### src/rtl/br_target_buffer.sv
// Direct-mapped branch target buffer: combinational lookup of the fetch PC,
// trained from EX/MEM on taken branches and JALs, with saturating perf counters.
module br_target_buffer #(
  parameter int unsigned IDX = 5
) (
  input  logic        clk,
  input  logic        rst,
  input  logic        stall,
  input  logic [31:0] pc,
  input  logic [6:0]  opcode,
  input  logic        predict_dir,
  input  logic [31:0] ex_mem_pc,
  input  logic [6:0]  ex_mem_opcode,
  input  logic        ex_mem_br_en,
  input  logic [31:0] ex_mem_target,
  output logic        btb_hit,
  output logic        predict_taken,
  output logic [31:0] predict_pc,
  output logic [31:0] lookup_count,
  output logic [31:0] hit_count
);

  localparam int unsigned DEPTH = 1 << IDX;
  localparam int unsigned TAG_W = 32 - IDX - 2;
  localparam logic [6:0]  OP_BRANCH = 7'b1100011;
  localparam logic [6:0]  OP_JAL    = 7'b1101111;

  logic [DEPTH-1:0] valid;
  logic [TAG_W-1:0] tag_mem    [DEPTH];
  logic [31:0]      target_mem [DEPTH];

  logic [IDX-1:0]   rd_idx;
  logic [IDX-1:0]   wr_idx;
  logic [TAG_W-1:0] rd_tag;
  logic [TAG_W-1:0] wr_tag;
  logic             is_ctrl;
  logic             do_update;
  logic [31:0]      lookup_cnt;
  logic [31:0]      hit_cnt;
  logic             unused_pc_bits;

  assign rd_idx = pc[IDX+1:2];
  assign rd_tag = pc[31:IDX+2];
  assign wr_idx = ex_mem_pc[IDX+1:2];
  assign wr_tag = ex_mem_pc[31:IDX+2];

  // Byte offset within the instruction word plays no part in indexing or tagging.
  assign unused_pc_bits = ^{pc[1:0], ex_mem_pc[1:0]};

  assign is_ctrl   = (opcode == OP_BRANCH) || (opcode == OP_JAL);
  assign do_update = !stall &&
                     (((ex_mem_opcode == OP_BRANCH) && ex_mem_br_en) ||
                      (ex_mem_opcode == OP_JAL));

  always_comb begin
    btb_hit       = valid[rd_idx] && (tag_mem[rd_idx] == rd_tag);
    predict_taken = 1'b0;
    case (opcode)
      OP_BRANCH: predict_taken = btb_hit && predict_dir;
      OP_JAL:    predict_taken = btb_hit;
      default:   predict_taken = 1'b0;
    endcase
    predict_pc = predict_taken ? target_mem[rd_idx] : pc + 32'd4;
  end

  always_ff @(posedge clk) begin
    if (rst) begin
      valid <= '0;
    end else if (do_update) begin
      valid[wr_idx] <= 1'b1;
    end
  end

  // Tag/target storage is left unreset; valid bits alone gate their use.
  always_ff @(posedge clk) begin
    if (!rst && do_update) begin
      tag_mem[wr_idx]    <= wr_tag;
      target_mem[wr_idx] <= ex_mem_target;
    end
  end

  always_ff @(posedge clk) begin
    if (rst) begin
      lookup_cnt <= '0;
      hit_cnt    <= '0;
    end else if (!stall && is_ctrl) begin
      if (lookup_cnt != '1) lookup_cnt <= lookup_cnt + 32'd1;
      if (predict_taken && (hit_cnt != '1)) hit_cnt <= hit_cnt + 32'd1;
    end
  end

  assign lookup_count = lookup_cnt;
  assign hit_count    = hit_cnt;

endmodule

### config.mk
export PLATFORM = sky130hd
export DESIGN_NAME = br_target_buffer
export DESIGN_NICKNAME = d
export VERILOG_FILES = /design/src/rtl/br_target_buffer.sv
export SDC_FILE = /design/constraint.sdc
export NUM_CORES = 2
export LEC_CHECK = 0
export BUFFER_PORTS_ARGS = -buffer_cell sky130_fd_sc_hd__buf_2
export CORE_MARGIN = 3
export CORE_UTILIZATION = 55
export CTS_BUF_LIST = sky130_fd_sc_hd__clkbuf_16
export CTS_CLUSTER_SIZE = 24
export DETAILED_ROUTE_END_ITERATION = 10
export GPL_ROUTABILITY_DRIVEN = 0
export GPL_TIMING_DRIVEN = 0
export PLACE_DENSITY = 0.72
export SKIP_LAST_GASP = 1
export SYNTH_ARGS = -nofsm -noshare
export SYNTH_HDL_FRONTEND = slang
export SYNTH_SLANG_ARGS = --single-unit
### constraint.sdc
create_clock -name clk -period 5.39 [get_ports clk]
set_clock_uncertainty 0.05 [all_clocks]
set_input_delay 0.539 -clock clk [delete_from_list [all_inputs] [get_ports clk]]
set_output_delay 0.539 -clock clk [all_outputs]
set_load 0.1 [all_outputs]
# [After elaboration in Yosys (flattened, before gate mapping)]
# Memories as Yosys holds them, arrays and structs flattened.
# Cells that the tools add are included.
[word_totals] ram_bits=1824 wordCells=41 mem_count=2 regBits=96 output_inout_bits=98
[mem_list] memory="target_mem" depth=32 width=32 read_ports=1 rd_clocked_by_memory_dff=0 write_ports=1 line_no="30" text="logic [31:0] target_mem [DEPTH];"
[mem_list] memory="tag_mem" depth=32 width=25 read_ports=1 rd_clocked_by_memory_dff=0 write_ports=1 line_no="29" text="logic [TAG_W-1:0] tag_mem [DEPTH];"
[classes] mux=8 n_eq_ne=7 reduce_logical=14 order_cmp=3 n_bitwise=1 n_addsub=3
[op_table] cell="$add A32 B1 Y32 const B" n=2
[op_table] cell="$ne A32 B32 Y1 const B" n=2
[op_table] cell="$add A32 B3 Y32 const B" n=1
[op_table] cell="$mux W32" n=1
[op_table] cell="$or A32 B32 Y32" n=1
[op_table] cell="$eq A7 B7 Y1 const B" n=4
[op_table] cell="$eq A25 B25 Y1" n=1
[op_table] cell="$lt A5 B6 Y1 const B" n=2
[op_table] cell="$logic_and A1 B1 Y1" n=8
[op_table] cell="$bmux W1 S5" n=1
[op_table] cell="$demux W1 S5" n=1
[op_table] cell="$ge A5 B1 Y1 const B" n=1
[op_table] cell="$mux W1" n=4
[op_table] cell="$reduce_and A2 Y1" n=2
[op_table] cell="$logic_not A1 Y1" n=2
[op_table] cell="$logic_or A1 B1 Y1" n=2
[op_table] cell="$pmux W1 S2" n=1

# [Logic depth before layout (Yosys ltp)]
[logic_depth] word_depth=7 depth_mapped=18 ltp_nobuf=10

# [Worst setup path before layout]
# No wires, ideal clock.
[synth_path] path_type="input to output" startpoint="in pc[3]" endpoint="out predict_pc[0]" t_required_ns=4.801 t_arrival_ns=5.621 stages=13 slack_ns=-0.820 path_cell_list="buf_2 -> buf_2 -> buf_2 -> mux4_2 -> a211o_1 -> o22ai_1 -> xor2_1 -> nand2_1 -> or4_4 -> or3_1 -> buf_2 -> clkbuf_1 -> o21ai_0"
[synth_via] elab_chain_cells=6 elab_cells_between_ends=9 classes_between="eq/ne (1); mux (4); reduce/logical (2); memory (2)"
[synth_rtl] item="from (decl)" line_no="9" text="input logic [31:0] pc,"
[synth_rtl] item="$mem_v2 Z32 W25 / $bmux W1 S5 (equally long branches)"
[synth_rtl] item="$eq A25 B25 Y1 / $mux W1 (equally long branches)" line_no="56" text="btb_hit = valid[rd_idx] && (tag_mem[rd_idx] == rd_tag);"
[synth_rtl] item="$logic_and A1 B1 Y1" line_no="56"
[synth_rtl] item="$logic_and A1 B1 Y1" line_no="59" text="OP_BRANCH: predict_taken = btb_hit && predict_dir;"
[synth_rtl] item="$pmux W1 S2" line_no="58" text="case (opcode)"
[synth_rtl] item="$mux W32 *" line_no="63" text="predict_pc = predict_taken ? target_mem[rd_idx] : pc + 32'd4;"
[synth_rtl] item="to (decl)" line_no="18" text="output logic [31:0] predict_pc,"
# Every way passes the cells marked *; elsewhere a longest branch is shown, timed or not. The select of a mux whose other input is x is not followed.

# [Worst setup path after layout]
[layout_path] startpoint="in pc[6]" endpoint="out predict_pc[5]"
# The elaborated chain is that of the path after synthesis.

==> metrics.txt <==
hpwl dp=around 140 mm; Num CTS Buffers=185; most common cell after layout, fill and taps aside=edfxtp_1; overall routing resource usage=0.308; ys flop type=edfxtp_1; Max IR drop VDD=~0.33 mV; failing checks=negative setup slack; pin count of the biggest net entering global routing=33; Worst setup startpoint=pc[6]; number of flops mapped to enable cells by yosys=1824; CTS clock-pin slew for the worst setup and hold paths=approximately 0.070 ns; DRT Pass-1 Iters=8; multi-input logic area=roughly 18000 um2; CTS tree=yes; global route overflow=0; Final #Nets=4236; min-delay worst type=in -> reg; top post-synthesis cells by area=edfxtp_1 73%, mux4_2 14%, dfxtp_1 2.6%, mux2i_1 2.0%, nor2_1 0.71%; drt drc=0; Via-to-Cell Ratio=6.78; Relative slew margins=0.0909; fin area=~88000 um2; dpl ws=-2.85 ns; Worst path slowest cell=clkbuf_2; reg2reg start=tag_mem[19][21]; final setup violating endpoints=17; CTS root buffer=clkbuf_16; Cell variety after synth=69; Post-synth ARST share=0; Peak Freq=0.182 GHz; most frequent cells in the layout=1824 x edfxtp_1, 472 x mux4_2, 193 x clkbuf_16, 190 x buf_2, 142 x mux2i_1; PD cells=347 nW/um2; Die Ht=~380 um; DRT iter0 DRCs=6411; Vias=41000; fraction of layout cells with a size suffix above 1=0.309; # clock sinks=1920; Mapped Cells=3617; endpoint type of the worst setup path=primary output; RSZ-0062 raised after global routing=true; Area Overhead vs Synth=17.0%; fin util=0.653; Synth Register Bits=1920; IO Port Bufs=208; initial antenna violation count=23; Leak=28.6 nW; row cnt=134; vias in the first global route=40300; worst slew pin tran=1.36 ns; Skew-Pair Late Insertion Delay=0.83 ns; CP arrival=4.91 ns; FILL cells=8654; cell count after placement=5689; Mapped Nets=3735; PnR worst setup slack=-0.113 ns; Total Neg Setup Slack=-0.938 ns; Core ar.=between 100000 and 150000 um2; initial core utilization=0.559; max-slew violations=0; Worst Setup Start Kind=primary input; Antenna Nets Post-Route=0; fin crit period=5.50 ns; Yosys top cell area share=0.729; WHS=0.163 ns; Syn Std Cell Area=75100 um2; crit path cell chain=clkbuf_2 -> inv_1 -> clkbuf_2 -> clkbuf_8 -> o21ai_1 -> a211oi_1 -> inv_1 -> nand4_1 -> nor4_4 -> and4_4 -> buf_12 -> clkbuf_4 -> a21oi_2 -> clkbuf_4; first-pass GRT wire length=303 mm; largest area contributor in the netlist=edfxtp_1; wirelength, routed=217 mm; Crit Path Max Fanout=10; DIE WIDTH=376 um; period utilization=1.02; die area=141000 um2; DP Area=between 80000 and 90000 um2; sequential area share after synthesis=0.755; YS warnings=0; synthesized area per cell=20.8 um2; run status=complete, but fails checks; H-tree Lvls=4; final hold violation count=0; Routed WL per cell=35.9 um; Max Cap Violations=0; Setup Crit Path Kind=in -> out; CTS Buffer Depth=3; min-delay src=ex_mem_target[22]; I/O Pins=around 210; worst path required time=4.80 ns; Worst path max stage delay=0.54 ns; Seq. cell area=56700 um2; Power Total=30.5 mW; fin cells=6054
[sequential cells by signal, indices dropped and copies added, names as in the netlist]
register      count
tag_mem         800
target_mem     1024
lookup_count     32
valid            32
hit_count        32
[worst max-delay path, delay by kind of cell]
kind                   cells  cell delay [ns]
AO/OA/AOI/OAI              3             1.04
buffers and inverters      8             2.79
AND/OR/NAND/NOR            3             0.50
[where the power goes]
part	total (mW)	internal, mW	switching, mW
registers	16.3	16.3	0.000584
clock network	12.4	6.91	5.50
logic	1.77	0.629	1.14
[layout make-up]
cell class / count / share of cell area
tap: 1768 / 0.0252
antenna: 14 / 0.000399
buffer: 189 / 0.0171
sequential: 1920 / 0.645
clock buffer: 193 / 0.0550
inverter: 42 / 0.00181
clock inverter: 148 / 0.0104
multi-input combinational: 1464 / 0.205
timing repair buffer: 316 / 0.0396
[path summary, 6_finish.rpt]
path	end	slack (ns)	cells after the start
worst min register to register	valid[15]	0.42	2
worst min-delay path	target_mem[5][22]	0.16	1
worst max register to register	hit_count[14]	1.11	10
worst max-delay path	predict_pc[5]	-0.11	14
[cell usage after synthesis (all sizes together) (9+ instances only)]
library cell,count
a22o,14
a21oi,68
a211o,12
and4,10
nor3,15
inv,41
and2,12
o221ai,13
clkbuf,93
o22ai,64
nor2,142
a22oi,23
dfxtp,96
nand3,56
and3,34
mux2i,149
nand2,95
edfxtp,1824
xnor2,38
mux4,472
buf,98
nand2b,12
nand4,30
nor2b,28
or3,10
nor4,9
xor2,36
mux2,32
a2111oi,12
o21ai,16
[kinds of logic after synthesis]
| logic type | after synthesis | share of synthesized area |
|---|---|---|
| AO/OA/AOI/OAI | 254 | 0.0229 |
| adder cells (fa/ha/maj) | 3 | 0.000500 |
| AND/OR/NAND/NOR | 480 | 0.0319 |
| buffers and inverters | 233 | 0.0149 |
| XOR/XNOR | 74 | 0.00863 |
| multiplexers | 653 | 0.166 |
| flip-flops | 1920 | 0.755 |
[metal layers]
metal	wire length (um)	vias up	GRT usage
met5	9	-	0
met4	9970	2	0.127
met3	28100	569	0.0903
met2	100000	3118	0.465
met1	78700	21300	0.426
li1	-	16100	-
[what timing repair did]
action | CTS | global route
setup endpoints to repair | 54 | 33
pin swaps | 3 | 13
hold buffers | 0 | 0
gates resized for setup | 315 | 99
buffers inserted | 5 | 7
Power figures use the tool's default switching activity.
